`src/rtl/md_pkg.sv`:
```
// Shared definitions for the multiply/divide unit:
// opcode encodings, widths, default latencies and result bundle.
package md_pkg;

   localparam int MD_OPW         = 3;
   localparam int MD_MULT_CYCLES = 5;
   localparam int MD_DIV_CYCLES  = 10;

   typedef enum logic [MD_OPW-1:0] {
      MD_MULT  = 3'd0,
      MD_MULTU = 3'd1,
      MD_DIV   = 3'd2,
      MD_DIVU  = 3'd3,
      MD_MTHI  = 3'd4,
      MD_MTLO  = 3'd5
   } md_op_e;

   typedef struct packed {
      logic [31:0] hi;
      logic [31:0] lo;
   } md_res_t;

   function automatic logic md_is_mul(input logic [MD_OPW-1:0] op);
      return (op == MD_MULT) || (op == MD_MULTU);
   endfunction

   function automatic logic md_is_div(input logic [MD_OPW-1:0] op);
      return (op == MD_DIV) || (op == MD_DIVU);
   endfunction

   function automatic logic md_is_signed(input logic [MD_OPW-1:0] op);
      return (op == MD_MULT) || (op == MD_DIV);
   endfunction

endpackage

```
`src/rtl/md_compute.sv`:
```
// Combinational multiply/divide datapath: (op, a, b) -> {hi,lo}.
// Signed ops work on magnitudes so one unsigned core serves both.
module md_compute
   import md_pkg::*;
(
   input  logic [MD_OPW-1:0] i_op,
   input  logic [31:0]       i_a,
   input  logic [31:0]       i_b,
   output md_res_t           o_res,
   output logic              o_dz
);

   logic        w_sgn;
   logic        w_a_neg;
   logic        w_b_neg;
   logic        w_dz;
   logic [31:0] w_mag_a;
   logic [31:0] w_mag_b;
   logic [31:0] w_div_b;
   logic [63:0] w_prod;
   logic [63:0] w_prod_s;
   logic [31:0] w_quo;
   logic [31:0] w_rem;
   logic [31:0] w_quo_s;
   logic [31:0] w_rem_s;

   assign w_sgn   = md_is_signed(i_op);
   assign w_a_neg = w_sgn & i_a[31];
   assign w_b_neg = w_sgn & i_b[31];
   assign w_mag_a = w_a_neg ? (32'd0 - i_a) : i_a;
   assign w_mag_b = w_b_neg ? (32'd0 - i_b) : i_b;

   assign w_prod   = {32'd0, w_mag_a} * {32'd0, w_mag_b};
   assign w_prod_s = (w_a_neg ^ w_b_neg) ? (64'd0 - w_prod) : w_prod;

   // Substitute divisor keeps the divider defined when b is zero
   assign w_dz    = (i_b == 32'd0);
   assign w_div_b = w_dz ? 32'd1 : w_mag_b;
   assign w_quo   = w_mag_a / w_div_b;
   assign w_rem   = w_mag_a % w_div_b;
   assign w_quo_s = (w_a_neg ^ w_b_neg) ? (32'd0 - w_quo) : w_quo;
   assign w_rem_s = w_a_neg ? (32'd0 - w_rem) : w_rem;

   always_comb begin
      o_res = '0;
      o_dz  = 1'b0;
      unique case (1'b1)
         md_is_mul(i_op): begin
            o_res.hi = w_prod_s[63:32];
            o_res.lo = w_prod_s[31:0];
         end
         md_is_div(i_op): begin
            o_res.hi = w_rem_s;
            o_res.lo = w_quo_s;
            o_dz     = w_dz;
         end
         default: begin
            o_res = '0;
            o_dz  = 1'b0;
         end
      endcase
   end

endmodule

```
`src/rtl/mult_div_unit.sv`:
```
// Multi-cycle multiply/divide unit with HI/LO registers.
// Result is computed at start, held pending, committed after a fixed latency.
module mult_div_unit
   import md_pkg::*;
#(
   parameter int unsigned MULT_CYCLES = MD_MULT_CYCLES,
   parameter int unsigned DIV_CYCLES  = MD_DIV_CYCLES
)(
   input  logic              clk,
   input  logic              reset,
   input  logic              start,
   input  logic [MD_OPW-1:0] md_op,
   input  logic [31:0]       src_a,
   input  logic [31:0]       src_b,
   output logic              busy,
   output logic [31:0]       hi,
   output logic [31:0]       lo
);

   localparam int unsigned MAXC =
      (MULT_CYCLES > DIV_CYCLES) ? MULT_CYCLES : DIV_CYCLES;
   localparam int unsigned CW = $clog2(MAXC + 1);

   localparam logic [CW-1:0] C_MUL = CW'(MULT_CYCLES);
   localparam logic [CW-1:0] C_DIV = CW'(DIV_CYCLES);
   localparam logic [CW-1:0] C_ONE = CW'(1);

   localparam logic [0:0] S_IDLE = 1'b0;
   localparam logic [0:0] S_RUN  = 1'b1;

   logic [0:0]    r_state;
   logic [CW-1:0] r_cnt;
   md_res_t       r_pend;
   logic          r_pend_dz;
   logic [31:0]   r_hi;
   logic [31:0]   r_lo;

   logic          w_idle_start;
   logic          w_go_mul;
   logic          w_go_div;
   logic          w_mthi;
   logic          w_mtlo;
   logic          w_commit;
   md_res_t       w_res;
   logic          w_dz;

   md_compute u_comp (
      .i_op  (md_op),
      .i_a   (src_a),
      .i_b   (src_b),
      .o_res (w_res),
      .o_dz  (w_dz)
   );

   // Requests are only honoured from IDLE; the controller stalls otherwise
   assign w_idle_start = start && (r_state == S_IDLE);
   assign w_go_mul     = w_idle_start && md_is_mul(md_op);
   assign w_go_div     = w_idle_start && md_is_div(md_op);
   assign w_mthi       = w_idle_start && (md_op == MD_MTHI);
   assign w_mtlo       = w_idle_start && (md_op == MD_MTLO);
   assign w_commit     = (r_state == S_RUN) && (r_cnt == C_ONE);

   always_ff @(posedge clk or negedge reset) begin
      if (!reset) begin
         r_state   <= S_IDLE;
         r_cnt     <= '0;
         r_pend    <= '0;
         r_pend_dz <= 1'b0;
      end else begin
         unique case (r_state)
            S_IDLE: begin
               if (w_go_mul || w_go_div) begin
                  r_state   <= S_RUN;
                  r_cnt     <= w_go_mul ? C_MUL : C_DIV;
                  r_pend    <= w_res;
                  r_pend_dz <= w_dz;
               end
            end
            S_RUN: begin
               if (w_commit) begin
                  r_state <= S_IDLE;
                  r_cnt   <= '0;
               end else begin
                  r_cnt <= r_cnt - C_ONE;
               end
            end
            default: begin
               r_state <= S_IDLE;
               r_cnt   <= '0;
            end
         endcase
      end
   end

   // A zero divisor still occupies the unit but leaves HI/LO untouched
   always_ff @(posedge clk or negedge reset) begin
      if (!reset) begin
         r_hi <= '0;
         r_lo <= '0;
      end else if (w_commit) begin
         if (!r_pend_dz) begin
            r_hi <= r_pend.hi;
            r_lo <= r_pend.lo;
         end
      end else if (w_mthi) begin
         r_hi <= src_a;
      end else if (w_mtlo) begin
         r_lo <= src_a;
      end
   end

   assign busy = r_state[0];
   assign hi   = r_hi;
   assign lo   = r_lo;

endmodule

```
`config.mk`:
```
export PLATFORM = sky130hd
export DESIGN_NAME = mult_div_unit
export DESIGN_NICKNAME = d
export VERILOG_FILES = /design/src/rtl/md_pkg.sv /design/src/rtl/md_compute.sv /design/src/rtl/mult_div_unit.sv
export SDC_FILE = /design/constraint.sdc
export NUM_CORES = 2
export LEC_CHECK = 0
export ABC_AREA = 1
export CORE_MARGIN = 2
export CORE_UTILIZATION = 45
export CTS_BUF_LIST = sky130_fd_sc_hd__clkbuf_4 sky130_fd_sc_hd__clkbuf_8 sky130_fd_sc_hd__clkbuf_16
export DETAILED_ROUTE_END_ITERATION = 6
export GPL_ROUTABILITY_DRIVEN = 0
export PLACE_DENSITY_LB_ADDON = 0.15
export SKIP_CTS_REPAIR_TIMING = 1
export SLEW_MARGIN = 20
export SYNTH_ARGS = -nofsm -noshare
export SYNTH_HDL_FRONTEND = slang
export SYNTH_SLANG_ARGS = --single-unit
```
`constraint.sdc`:
```
create_clock -name clk -period 2.3 [get_ports clk]
set_input_delay 0.345 -clock clk [delete_from_list [all_inputs] [get_ports clk]]
set_output_delay 0.345 -clock clk [all_outputs]
set_load 0.01 [all_outputs]
```
# Word-level counts from Yosys, hierarchy flattened
# Cells that the tools add are included.
[totals] out_inout_bits=65 input_bits=70 word_cells=68 ff_bits=134
[op_classes] n_addsub=6 n_mux=22 n_bitwise=4 multipliers=1 n_eq_ne=9 reduce_logical=17 div_mod_pow=2
[op_table] op="32-bit two-way mux" n=12
[op_table] op="64-bit one-hot mux with 2 select lines" n=1
[op_table] op="1-bit by 32-bit subtractor with 32-bit output (first input constant)" n=4
[op_table] op="32-bit by 32-bit multiplier with 64-bit output" n=1
[op_table] op="64-bit two-way mux" n=1
[op_table] op="1-bit by 64-bit subtractor with 64-bit output (first input constant)" n=1
[op_table] op="32-bit by 32-bit divider with 32-bit output" n=1
[op_table] op="32-bit logical NOT" n=1
[op_table] op="32-bit by 32-bit remainder unit with 32-bit output" n=1
[op_table] op="4-bit two-way mux" n=3
[op_table] op="4-bit one-hot mux with 2 select lines" n=1
[op_table] op="3-bit by 2-bit equality test with 1-bit output (second input constant)" n=2
[op_table] op="3-bit equality test (second input constant)" n=2
[op_table] op="1-bit logical AND" n=6
[op_table] op="4-bit by 1-bit equality test with 1-bit output (second input constant)" n=1
[op_table] op="1-bit logical OR" n=4
[op_table] op="2-bit by 1-bit != test with 1-bit output (second input constant)" n=2
[op_table] op="2-bit AND reduction" n=2
[op_table] op="2-bit nonzero test" n=2
[op_table] op="4-bit by 1-bit subtractor with 4-bit output (second input constant)" n=1
[op_table] op="3-bit by 1-bit equality test with 1-bit output (second input constant)" n=1
[op_table] op="3-bit logical NOT" n=1
[op_table] op="1-bit two-way mux" n=3
[op_table] op="3-bit AND reduction" n=1
[op_table] op="5 further kinds" n=6

# Logic depth before layout (Yosys ltp)
[depth] word_depth=9 mapped_depth=603 ltp_nobuf=597

# Modules after synthesis
# From an unflattened synthesis, not the netlist that was laid out.
[unflattened] cells_unflattened=11034 hier_area_um2=73594.3
[modules_own_cells] module="md_compute" area_per_inst_um2=67646.1 cells_per_inst=10288 n_inst=1 seq_area_each_um2=0.0
[modules_own_cells] module="mult_div_unit" area_per_inst_um2=5948.2 cells_per_inst=746 n_inst=1 seq_area_each_um2=3353.2

# Least setup slack after synthesis
# No wires, ideal clock.
[synth_path] path_type="input port to flip-flop" start="input src_b[0]" end="register r_pend[30] (netlist name)" setup_ps=138 path_stages=556 required_ps=2162 slack_ps=-65800 n_path_buf=25 t_arrival_ps=67963 cell_sequence="inv_2 clkbuf_1 ha_1 nand2_1 nor2_1 nand2_1 nor4_1 nor2_1 ha_1 o211ai_1 nor3_1 nand2_1 inv_1 nand2_1 nand2_1 inv_1 ha_1 o21a_1 [... 520 more ...] nor3_1 inv_1 nor3_1 inv_1 nor3_1 inv_1 nor4_1 inv_1 nor4_1 inv_1 nor2_1 nand4_1 nor3_1 nor2_1 a21oi_1 a21oi_1 o21ai_0 a22oi_1"
[synth_between] elab_chain_cells=7 word_cells_on_any_way=11 classes_between="add/sub (3); mul (1); div (1); mux (5); reduce/logical (1)"
[synth_rtl] item="from (decl)" line="mult_div_unit.sv:14" text="input logic [31:0] src_b,"
[synth_rtl] item="1-bit by 32-bit subtractor with 32-bit output" line="md_compute.sv:31" text="assign w_mag_b = w_b_neg ? (32'd0 - i_b) : i_b;"
[synth_rtl] item="32-bit two-way mux" line="md_compute.sv:31"
[synth_rtl] item="32-bit two-way mux" line="md_compute.sv:38" text="assign w_div_b = w_dz ? 32'd1 : w_mag_b;"
[synth_rtl] item="32-bit by 32-bit divider with 32-bit output" line="md_compute.sv:39" text="assign w_quo = w_mag_a / w_div_b;"
[synth_rtl] item="1-bit by 32-bit subtractor with 32-bit output" line="md_compute.sv:41" text="assign w_quo_s = (w_a_neg ^ w_b_neg) ? (32'd0 - w_quo) : w_quo;"
[synth_rtl] item="32-bit two-way mux" line="md_compute.sv:41"
[synth_rtl] item="64-bit one-hot mux with 2 select lines *" line="md_compute.sv:47" text="unique case (1'b1)"
[synth_rtl] item="to (signal assigned)" line="mult_div_unit.sv:75" text="r_pend <= w_res;"
[synth_rtl] item="to (decl)" line="mult_div_unit.sv:33" text="md_res_t r_pend;"
# Every way passes the cells marked *; elsewhere a longest branch is shown, timed or not.
# A chain may end at the register's enable or synchronous reset.

# Worst setup path after layout
[layout_path] start="input src_a[13]" end="register r_pend[28] (netlist name)"
[layout_between] elab_chain_cells=6 word_cells_on_any_way=9 classes_between="add/sub (3); mul (1); div (1); mux (4)"
[layout_rtl] item="from (decl)" line="mult_div_unit.sv:13" text="input logic [31:0] src_a,"
[layout_rtl] item="1-bit by 32-bit subtractor with 32-bit output" line="md_compute.sv:30" text="assign w_mag_a = w_a_neg ? (32'd0 - i_a) : i_a;"
[layout_rtl] item="32-bit two-way mux *" line="md_compute.sv:30"
[layout_rtl] item="32-bit by 32-bit divider with 32-bit output or 32-bit by 32-bit multiplier with 64-bit output (tied branches)" line="md_compute.sv:39, md_compute.sv:33"
[layout_rtl] item="1-bit by 32-bit subtractor with 32-bit output or 1-bit by 64-bit subtractor with 64-bit output (tied branches)" line="md_compute.sv:41, md_compute.sv:34"
[layout_rtl] item="32-bit two-way mux or 64-bit two-way mux (tied branches)" line="md_compute.sv:41, md_compute.sv:34"
[layout_rtl] item="64-bit one-hot mux with 2 select lines *" line="md_compute.sv:47"
# Marked as above.

==> results.sh <==
export IMPL_status="complete, but fails checks"
export IMPL_violations="setup timing"
export IMPL_cts_buffers=17
export IMPL_max_cap_violations=0
export IMPL_rsz0062_at_grt="yes"
export IMPL_port_buffers=134
export IMPL_startpoint="src_a[13]"
export IMPL_cpMostUsedCell="nand2_2"
export IMPL_reg2reg_from="r_cnt[0]$_DFFE_PN0P_"
export IMPL_cts_tree="yes"
export IMPL_rows=147
export IMPL_fin_ws_ps=-64440
export IMPL_multi_input_area_sq_um=65340
export IMPL_first_global_vias=83750
export IMPL_synth_seq_cells=134
export IMPL_synth_seq_area_share_pct=4.611
export IMPL_register_area_sq_um=3353
export IMPL_clkTransAtPathRegs_ps=60
export IMPL_post_route_period_util_pct=2902
export IMPL_yosysWarnings=0
export IMPL_clock_path_buffers=2
export IMPL_finalSetupViolCount=64
export IMPL_synth_nets=12490
export IMPL_ctsHtreeMaxLevel=4
export IMPL_path_max_fanout=12
export IMPL_core_sq_um=160600
export IMPL_drv_slew=0
export IMPL_critPathKind="input pin to register"
export IMPL_fmax_mhz=14.98
export IMPL_crit_slowest_cell="clkdlybuf4s50_1"
export IMPL_crit_path_end_kind="register"
export IMPL_finalSetupTns_ps=-4056600
export IMPL_syn_inst=10720
export IMPL_ys_types=80
export IMPL_drive_gt1_share_pct=33.30
export IMPL_grt_max_degree=68
export IMPL_r2r_slack_ps=350
export IMPL_layoutNonFillerInstCount=15820
export IMPL_die_y_um=406.0
export IMPL_start_util_pct=45.29
export IMPL_routed_wl_um=330100
export IMPL_maxSlewHeadroom_pct=16.75
export IMPL_drtIter0Drc=7334
export IMPL_dr_pass1_iters=6
export IMPL_vias=85410
export IMPL_async_flop_share_pct=100.0
export IMPL_hp_class="input pin to register"
export IMPL_syn_to_final_growth_pct=45.22
export IMPL_hold_path_startpoint="src_a[4]"
export IMPL_r2r_end="lo[17]$_DFFE_PN0P_"
export IMPL_dieArea_sq_um=164800
export IMPL_worstMarginPinSlew_ps=1240
export IMPL_clk_latency_ps=460
export IMPL_post_dp_hpwl_um=260900
export IMPL_placed_cells=15530
export IMPL_synth_edf_count=0
export IMPL_holdWs_ps=337.2
export IMPL_period_minus_slack_ps=66740
export IMPL_cts_root_buf="clkbuf_16"
export IMPL_grt_use_total_pct=38.71
export IMPL_antenna_found_initial=12
export IMPL_drtAntennaViolNets=0
export IMPL_synth_avg_cell_area_sq_um=6.781
export IMPL_post_route_drc_count=0
export IMPL_synth_cell_area_sq_um=72720
export IMPL_skew_ps=20.48
export IMPL_cts_sinks=134
export IMPL_io_pin_count=135
export IMPL_wl_per_cell_um=20.87
export IMPL_hold_violations=0
export IMPL_start_kind="input pin"
export IMPL_crit_path_max_incr_delay_ps=470
export IMPL_synth_ff_type="dfrtp_1"
export IMPL_overflow=0
export IMPL_r2r_cells=8
export IMPL_fill_cells=13830
export IMPL_final_nets=15400
export IMPL_holdPathEnd="hi[4]$_DFFE_PN0P_"
export IMPL_grt_pass1_wl_um=485100
export IMPL_crit_required_ps=2620
export IMPL_min_path_cells=4
export IMPL_cp_arrival_ps=67060
export IMPL_viasPerCell=5.399
export IMPL_die_width_um=406.0
## cell type report
type,instances,area share [%]
tap,2160,2.559
sequential,134,3.176
multi-input combinational,8130,61.88
clock buffer,22,0.4562
timing repair buffer,3233,24.17
clock inverter,10,0.09005
inverter,2119,7.645
antenna,10,0.02370
timing repair inverter,1,0.007109
## cell families (layout without fill, tap and decap cells)
group | count (synthesis) | after routing | synth area share, %
flops | 134 | 134 | 4.611
buf+inv | 2461 | 5385 | 13.05
mux | 32 | 32 | 0.5059
simple gates | 4505 | 4507 | 26.46
other cells | 0 | 10 | 0
compound gates | 1467 | 1467 | 11.77
fa+ha+maj | 1697 | 1697 | 38.46
xor+xnor | 427 | 427 | 5.143
## worst max-delay path by stage
stage                             end  slack (ps)  cells after the start
4_1_cts        r_pend[62]$_DFFE_PN0P_      -66730                    559
3_5_place_dp   r_pend[26]$_DFFE_PN0P_      -66860                    557
6_report       r_pend[28]$_DFFE_PN0P_      -64440                    554
3_3_place_gp   r_pend[26]$_DFFE_PN0P_      -64680                    558
2_1_floorplan  r_pend[60]$_DFFE_PN0P_      -60350                    585
5_1_grt        r_pend[29]$_DFFE_PN0P_      -68500                    565
## layer usage
layer	share of wire [%]	track usage, %	vias to the layer above
met5	0.070	0.8623	-
met4	8.7	26.66	6
met3	11	10.32	1058
met2	43	59.84	4006
met1	37	46.92	41000
li1	-	-	39340
## critical path, delay by kind of cell
family | cells | cell delay, ps
buffers and inverters | 116 | 9380
xor gates and xnor gates | 6 | 1080
adders and majority gates | 33 | 8660
and+or+nand+nor | 248 | 24950
AOI/OAI and AO/OA | 151 | 22530
## cells in the final DEF, fill, tap and decap left out, drive strengths merged, types with 28 or more instances in the layout
cell type	count
a21oi	638
fa	897
inv	2105
o211ai	34
o21ai	419
ha	800
nor2	683
nor4	41
mux2	28
xor2	287
nand3b	43
clkbuf	31
dfrtp	134
xnor2	140
o21bai	54
buf	3096
nand4	76
nor3	135
nand3	482
clkdlybuf4s50	104
nand2	2901
or2	116
o21a	34
a21o	43
a31oi	73
## registers in the layout (all words and copies together), names as in the netlist
| signal | count |
|---|---|
| busy | 1 |
| hi | 32 |
| lo | 32 |
| r_cnt | 4 |
| r_pend | 64 |
| r_pend_dz | 1 |
## cell usage after synthesis, types with 12 or more instances
cell | n | share of area, %
a21oi_2 | 12 | 0.14
nor4_1 | 39 | 0.34
o21ai_2 | 33 | 0.40
nand2_1 | 2842 | 15
o21bai_1 | 50 | 0.52
nor2_4 | 13 | 0.20
nor2_2 | 15 | 0.13
or2_2 | 109 | 0.94
ha_1 | 800 | 14
nand2_2 | 47 | 0.40
buf_2 | 39 | 0.27
o21ai_1 | 65 | 0.45
a22oi_1 | 24 | 0.25
a21oi_1 | 626 | 4.3
nor3_1 | 123 | 0.85
buf_4 | 28 | 0.29
o31ai_1 | 26 | 0.27
nand4_1 | 75 | 0.65
nor2_1 | 649 | 3.4
nand3b_1 | 42 | 0.43
buf_1 | 36 | 0.19
inv_1 | 2061 | 11
xnor2_1 | 140 | 1.7
and2_1 | 23 | 0.20
a211oi_1 | 26 | 0.27
o221ai_1 | 18 | 0.22
xor2_1 | 287 | 3.5
a21o_1 | 43 | 0.44
dfrtp_1 | 134 | 4.6
o21ai_0 | 321 | 2.2
o211ai_1 | 33 | 0.34
nand3_1 | 448 | 3.1
fa_1 | 897 | 25
inv_2 | 42 | 0.22
a21boi_0 | 16 | 0.17
nand3_2 | 30 | 0.41
a31oi_1 | 73 | 0.63
o21a_1 | 34 | 0.35
mux2_2 | 28 | 0.43
clkbuf_1 | 229 | 1.2
## stage by stage
step | setup WS (ps) | instance area (sq um) | utilization (%)
after detailed placement | -66860 | 98780 | 61.52
after CTS | -66730 | 99360 | 61.88
final | -64440 | 105600 | 65.76
after global placement | -64680 | 98780 | 61.52
after global routing | -68500 | 105600 | 65.75
after floorplan | -60350 | 74340 | -
Power is left out: the tool's default activity adds up to more than one toggle a clock period on the data nets, which glitch-free logic cannot reach.
